==> config.mk <==
export PLATFORM = sky130hd
export DESIGN_NAME = vscale_dmem_bridge_flat
export DESIGN_NICKNAME = d
export VERILOG_FILES = /design/src/rtl/vscale_dmem_bridge_if.sv /design/src/rtl/vscale_dmem_bridge.sv /design/src/flat_wrapper.sv
export SDC_FILE = /design/constraint.sdc
export NUM_CORES = 1
export LEC_CHECK = 0
export ABC_AREA = 1
export BUFFER_PORTS_ARGS = -buffer_cell sky130_fd_sc_hd__buf_2
export CORE_MARGIN = 3
export CORE_UTILIZATION = 42
export DETAILED_ROUTE_END_ITERATION = 10
export PLACE_DENSITY = 0.82
export SYNTH_ARGS = -nofsm -noshare
export SYNTH_HDL_FRONTEND = slang
export SYNTH_SLANG_ARGS = --single-unit
==> constraint.sdc <==
create_clock -name clk -period 1.79 [get_ports clk]
set_input_delay 0 -clock clk [delete_from_list [all_inputs] [get_ports clk]]
set_output_delay 0 -clock clk [all_outputs]
set_load 0.02 [all_outputs]
==> src/rtl/vscale_dmem_bridge_if.sv <==
// Word-bus side of the data-memory bridge: one valid/ready request channel
// (address, read/write, byte mask, write data) and a read response channel.
interface vscale_dmem_bridge_if #(
    parameter int unsigned ADDR_WIDTH = 32
);
    logic                  mem_req_valid;
    logic                  mem_req_ready;
    logic                  mem_req_rw;
    logic [ADDR_WIDTH-1:0] mem_req_addr;
    logic [3:0]            mem_req_wmask;
    logic [31:0]           mem_req_wdata;
    logic                  mem_resp_valid;
    logic [31:0]           mem_resp_rdata;

    modport master (
        output mem_req_valid,
        input  mem_req_ready,
        output mem_req_rw,
        output mem_req_addr,
        output mem_req_wmask,
        output mem_req_wdata,
        input  mem_resp_valid,
        input  mem_resp_rdata
    );

    modport slave (
        input  mem_req_valid,
        output mem_req_ready,
        input  mem_req_rw,
        input  mem_req_addr,
        input  mem_req_wmask,
        input  mem_req_wdata,
        output mem_resp_valid,
        output mem_resp_rdata
    );
endinterface

==> src/rtl/vscale_dmem_bridge.sv <==
// Bridges the core's split-phase data-memory port (request in DX, store data
// and load data in WB) onto a single valid/ready word bus with byte masks.
// Handles store lane replication, load extraction/extension, misalignment
// detection and the stall signal back to the core.
module vscale_dmem_bridge #(
    parameter int unsigned ADDR_WIDTH = 32
) (
    input  logic                  clk,
    input  logic                  reset,
    input  logic                  dmem_en,
    input  logic                  dmem_wen,
    input  logic [2:0]            dmem_size,
    input  logic [ADDR_WIDTH-1:0] dmem_addr,
    input  logic [31:0]           dmem_wdata_delayed,
    output logic [31:0]           dmem_rdata,
    output logic                  dmem_wait,
    output logic                  dmem_badmem_e,
    vscale_dmem_bridge_if.master  bus
);

    localparam logic [2:0] SZ_B  = 3'd0;
    localparam logic [2:0] SZ_H  = 3'd1;
    localparam logic [2:0] SZ_W  = 3'd2;
    localparam logic [2:0] SZ_BU = 3'd4;
    localparam logic [2:0] SZ_HU = 3'd5;

    typedef enum logic [1:0] {
        S_IDLE,
        S_REQ,
        S_RESP
    } state_e;

    state_e                state_q, state_d;
    logic [ADDR_WIDTH-1:0] addr_q, addr_d;
    logic [2:0]            size_q, size_d;
    logic                  wen_q, wen_d;

    logic                  capture;
    logic                  size_illegal;
    logic                  misaligned;
    logic [15:0]           lane16;

    // Misalignment / illegal-size detection on the live DX request
    always_comb begin
        size_illegal = (dmem_size == 3'd3) || (dmem_size == 3'd6) || (dmem_size == 3'd7);
        misaligned   = 1'b0;
        if ((dmem_size == SZ_H) || (dmem_size == SZ_HU)) begin
            misaligned = dmem_addr[0];
        end else if (dmem_size == SZ_W) begin
            misaligned = (dmem_addr[1:0] != 2'b00);
        end
        dmem_badmem_e = dmem_en & (size_illegal | misaligned);
    end

    // Stall: held until a store is accepted or a load response returns
    always_comb begin
        dmem_wait = 1'b0;
        unique case (state_q)
            S_IDLE: dmem_wait = 1'b0;
            S_REQ:  dmem_wait = wen_q ? ~bus.mem_req_ready : 1'b1;
            S_RESP: dmem_wait = ~bus.mem_resp_valid;
            default: dmem_wait = 1'b0;
        endcase
        capture = dmem_en & ~dmem_badmem_e & ~dmem_wait;
    end

    // Next-state and request-register update
    always_comb begin
        state_d = state_q;
        addr_d  = addr_q;
        size_d  = size_q;
        wen_d   = wen_q;
        if (capture) begin
            addr_d = dmem_addr;
            size_d = dmem_size;
            wen_d  = dmem_wen;
        end
        unique case (state_q)
            S_IDLE: begin
                if (capture) state_d = S_REQ;
            end
            S_REQ: begin
                if (bus.mem_req_ready) begin
                    if (!wen_q)       state_d = S_RESP;
                    else if (capture) state_d = S_REQ;
                    else              state_d = S_IDLE;
                end
            end
            S_RESP: begin
                if (bus.mem_resp_valid) state_d = capture ? S_REQ : S_IDLE;
            end
            default: state_d = S_IDLE;
        endcase
    end

    // State and captured request registers
    always_ff @(posedge clk) begin
        if (reset) begin
            state_q <= S_IDLE;
            addr_q  <= '0;
            size_q  <= '0;
            wen_q   <= 1'b0;
        end else begin
            state_q <= state_d;
            addr_q  <= addr_d;
            size_q  <= size_d;
            wen_q   <= wen_d;
        end
    end

    // Bus request fields, all from registered request plus held WB store data
    always_comb begin
        bus.mem_req_valid = (state_q == S_REQ);
        bus.mem_req_rw    = wen_q;
        bus.mem_req_addr  = {addr_q[ADDR_WIDTH-1:2], 2'b00};
        bus.mem_req_wmask = '0;
        bus.mem_req_wdata = dmem_wdata_delayed;
        unique case (size_q[1:0])
            2'b00: begin
                bus.mem_req_wdata = {4{dmem_wdata_delayed[7:0]}};
                if (wen_q) bus.mem_req_wmask = 4'b0001 << addr_q[1:0];
            end
            2'b01: begin
                bus.mem_req_wdata = {2{dmem_wdata_delayed[15:0]}};
                if (wen_q) bus.mem_req_wmask = 4'b0011 << {addr_q[1], 1'b0};
            end
            default: begin
                if (wen_q) bus.mem_req_wmask = 4'b1111;
            end
        endcase
    end

    // Load extraction: lane select is the low 16 bits of rdata >> 8*addr[1:0]
    always_comb begin
        unique case (addr_q[1:0])
            2'd0: lane16 = bus.mem_resp_rdata[15:0];
            2'd1: lane16 = bus.mem_resp_rdata[23:8];
            2'd2: lane16 = bus.mem_resp_rdata[31:16];
            default: lane16 = {8'h00, bus.mem_resp_rdata[31:24]};
        endcase
        dmem_rdata = '0;
        if ((state_q == S_RESP) && bus.mem_resp_valid) begin
            unique case (size_q)
                SZ_B:    dmem_rdata = {{24{lane16[7]}}, lane16[7:0]};
                SZ_BU:   dmem_rdata = {24'h000000, lane16[7:0]};
                SZ_H:    dmem_rdata = {{16{lane16[15]}}, lane16};
                SZ_HU:   dmem_rdata = {16'h0000, lane16};
                default: dmem_rdata = bus.mem_resp_rdata;
            endcase
        end
    end

endmodule

==> src/flat_wrapper.sv <==
// flat-port wrapper written by rule: the top's interface ports become plain ports
module vscale_dmem_bridge_flat 
#(
    parameter int unsigned ADDR_WIDTH = 32
)
  (clk, reset, dmem_en, dmem_wen, dmem_size, dmem_addr, dmem_wdata_delayed, dmem_rdata, dmem_wait, dmem_badmem_e, bus_mem_req_valid, bus_mem_req_ready, bus_mem_req_rw, bus_mem_req_addr, bus_mem_req_wmask, bus_mem_req_wdata, bus_mem_resp_valid, bus_mem_resp_rdata);
  vscale_dmem_bridge_if #(.ADDR_WIDTH(ADDR_WIDTH)) bus_i ();
  input  logic clk;
  input  logic reset;
  input  logic dmem_en;
  input  logic dmem_wen;
  input  logic [2:0] dmem_size;
  input  logic [ADDR_WIDTH-1:0] dmem_addr;
  input  logic [31:0] dmem_wdata_delayed;
  output logic [31:0] dmem_rdata;
  output logic dmem_wait;
  output logic dmem_badmem_e;
  output wire logic [$bits(bus_i.mem_req_valid)-1:0] bus_mem_req_valid;
  input wire logic [$bits(bus_i.mem_req_ready)-1:0] bus_mem_req_ready;
  output wire logic [$bits(bus_i.mem_req_rw)-1:0] bus_mem_req_rw;
  output wire logic [$bits(bus_i.mem_req_addr)-1:0] bus_mem_req_addr;
  output wire logic [$bits(bus_i.mem_req_wmask)-1:0] bus_mem_req_wmask;
  output wire logic [$bits(bus_i.mem_req_wdata)-1:0] bus_mem_req_wdata;
  input wire logic [$bits(bus_i.mem_resp_valid)-1:0] bus_mem_resp_valid;
  input wire logic [$bits(bus_i.mem_resp_rdata)-1:0] bus_mem_resp_rdata;
  assign bus_mem_req_valid = bus_i.mem_req_valid;
  assign bus_i.mem_req_ready = bus_mem_req_ready;
  assign bus_mem_req_rw = bus_i.mem_req_rw;
  assign bus_mem_req_addr = bus_i.mem_req_addr;
  assign bus_mem_req_wmask = bus_i.mem_req_wmask;
  assign bus_mem_req_wdata = bus_i.mem_req_wdata;
  assign bus_i.mem_resp_valid = bus_mem_resp_valid;
  assign bus_i.mem_resp_rdata = bus_mem_resp_rdata;
  vscale_dmem_bridge #(.ADDR_WIDTH(ADDR_WIDTH)) u_core (.clk(clk), .reset(reset), .dmem_en(dmem_en), .dmem_wen(dmem_wen), .dmem_size(dmem_size), .dmem_addr(dmem_addr), .dmem_wdata_delayed(dmem_wdata_delayed), .dmem_rdata(dmem_rdata), .dmem_wait(dmem_wait), .dmem_badmem_e(dmem_badmem_e), .bus(bus_i));
endmodule
==> results by group <==
Outcome
  – Status: finished, final reports clean

Setup path
  – Crit path launch: u_core.addr_q[1]$_SDFFE_PP0N_
  – Critical path arrival: ~1.7 ns
  – CP Capture Type: output pin
  – CP Launch Type: flop
  – Worst R2R Setup Slack: ~0.13 ns
  – Crit path kind: flop to output pin
  – Worst R2R Start: u_core.state_q[0]$_SDFFE_PP0P_
  – WP data required: 1.79 ns
  – Worst-path maximum fanout: 7

Floorplan
  – Die height: around 90 µm
  – Ports: 209
  – Die X-Extent: around 90 µm
  – Total die area: approximately 0.0082 mm²
  – Num rows: 30
  – Starting Density: 43.7%
  – Core ar.: slightly below 0.007 mm²

Global route
  – First-pass GRT wire length: 17500 µm
  – Vias in the first global route: ~3800
  – Largest net degree at the start of global routing: 45
  – Overflow after GRT: 0
  – GRT Overall Usage: 25.1%
  – Antenna violations before repair: 0

Finish
  – Layout Utilization: between 60% and 70%
  – # diodes: 0
  – Area growth syn-to-layout: 49.2%
  – Cell Count, Final, Fillers Out: ~800
  – Leading cell type in the layout, fill and taps excluded: buf_2
  – Final nets: about 810
  – FILL cells: 640
  – Commonest cells after routing, fill and taps aside: buf_2, nand2_1, nor2_1
  – Layout cell share with drive strength beyond 1: around two fifths

Detailed routing
  – Final antenna-violating net count: 0
  – DRT Pass-1 Iters: 5
  – Initial drt markers: roughly 200
  – Routed via count: roughly 4000
  – Total Wirelength: roughly 11000 µm
  – DRC: 0
  – Via density: between 5 and 6
  – Routed wire per std cell: about 14 µm

Synthesis
  – Synth warnings: 0
  – Count of different cell masters after synthesis: 27
  – Avg Cell Area, Syn: a little over 6 µm²
  – Post-Synthesis Cells: 488
  – Mapped Area: around 0.003 mm²
  – Flops & latches, synth: 38
  – Sequential area share after synthesis: between 20 and 30%

STA
  – Worst slew margin: between 40% and 50%
  – Final setup violation count: 0
  – Period utilization: a little over nine tenths
  – Worst-margin pin slew: roughly 0.85 ns
  – Period minus WS final: 1.72 ns
  – Max Clk Rate: 583 MHz
  – Hold Violations, Final: 0
  – Fin. max-slew vios: 0
  – Clock skew: ~0.0048 ns

Pwr
  – Flop pwr share: a little under a third
  – Pwr Density: ~760 mW/mm²
  – Int Pwr: between 1.5 and 2 mW
  – Leak: about 2.4 nW
  – Sw frac: approximately 43%
  – Peak VDD IR: 0.559 mV
  – Sw power: between 1 and 1.5 mW
  – Combinational Power Share: around half
  – Clock share of power: a little under a fifth

Place
  – Routability cong.: about 0.97
  – Post-DP HPWL: 7870 µm
  – Number of port buffers: ~210
  – Placed cells: 743

Clock network
  – TritonCTS clock tree: yes
  – Clock latency on the worst-skew pair: around 0.28 ns
  – Clk sinks: 38
  – CTS Buf Count: 5
  – CTS root buf: clkbuf_8
  – # H-tree levels: 2
  – Clock buffer depth: 2
  – Worst-path clk slew: ~0.080 ns

Flow run
  – Maxcap violations: 0

Hold path
  – Hold path start: dmem_addr[13]
  – Hold Crit Class: input port to flop
-- area by class of cell --
class                      instances  area (µm²)  share of cell area (%)
sequential                        38         771                    17.3
clock inverter                     2        12.5                   0.281
inverter                          36         151                    3.40
tap                               96         120                    2.70
clock buffer                       6        82.6                    1.85
multi-input combinational        353        1720                    38.7
timing repair inverter             1        5.00                   0.112
timing repair buffer             261        1590                    35.7
-- synth_stat cells --
cell type	number	share of area [%]
nor2_1	90	11
inv_1	31	3.9
o21ai_2	1	0.29
nor3_1	1	0.17
nand3_1	9	1.5
clkbuf_1	14	1.8
ha_1	4	1.7
conb_1	1	0.13
o2111ai_4	1	0.88
nand2_4	2	0.75
nand2_1	101	13
buf_12	1	0.67
dfxtp_1	38	25
a21oi_1	37	6.2
inv_2	4	0.50
o21ai_0	70	12
buf_2	2	0.34
inv_4	1	0.21
buf_4	43	11
o21bai_1	1	0.25
buf_1	1	0.13
nor2_2	11	2.3
nand2_2	3	0.63
buf_6	2	0.75
nand4_1	1	0.21
nand3_2	2	0.67
o211ai_1	16	4.0
-- kinds of logic after synthesis --
logic type / share of synthesized area [%]
simple gates: 30.3
other cells: 0.126
buf+inv: 19.1
compound gates: 23.4
flops: 25.5
fa+ha+maj: 1.68
-- final timing paths --
kind	end	cells past startpoint
setup / recovery	dmem_rdata[9]	7
hold reg to reg	u_core.size_q[0]$_SDFFE_PP0N_	2
setup reg to reg	u_core.addr_q[9]$_SDFFE_PP0N_	11
hold / removal	u_core.addr_q[13]$_SDFFE_PP0N_	3
-- power groups by stage --
stage               Combinational (mW)  Sequential (mW)  Clock (mW)
floorplan                         1.12             1.02           0
global placement                  1.51             1.03           0
detailed placement                1.55             1.03           0
CTS                               1.64             1.01       0.630
global route                      1.91             1.04       0.664
finish                            1.76             1.02       0.616
-- worst max-delay path, cell delays in order, from the launching register on --
cell	delay, ns
dfxtp_4	0.44
buf_6	0.14
o21ai_2	0.05
nand3_2	0.08
o2111ai_4	0.15
buf_4	0.20
a21oi_1	0.18
buf_2	0.19
-- through the flow --
step	hold slack [ns]	total power [mW]	instance area [µm²]	setup TNS [ns]	setup WS, ns
after detailed placement	0.192	2.58	3850	0	0.0386
after floorplan	0.0691	2.14	2990	0	0.209
after CTS	0.000394	3.28	4290	0	0.0141
after global placement	0.185	2.54	3850	0	0.160
after global routing	0.0265	3.61	4460	-0.0110	-0.00823
final	0.00382	3.40	4460	0	0.0735
-- registers in the layout, indices dropped and copies added, names as in the netlist --
name / flops
u_core.state_q: 2
u_core.addr_q: 32
u_core.size_q: 3
u_core.bus.mem_req_rw: 1
-- layer usage --
layer  vias up  share of wire, %  global-route usage (%)  routed length (µm)
li1       1951                 -                       -                   -
met1      1760                38                    29.2                4240
met2       254                50                    46.7                5580
met3        20                10                    5.83                1150
met4         0               1.3                    4.97                 142
met5         -                 0                       0                   0
-- what timing repair did --
action / 4_1_cts / 5_1_grt
pin swaps: 1 / 5
hold buffers: 30 / 1
setup buffers: 3 / 5
resized for setup: 7 / 24
gates cloned: 1 / 2
setup endpoints to repair: 19 / 58
endpoints found under the hold margin: 30 / 1
Note: power is estimated with default switching activity, not from simulation.
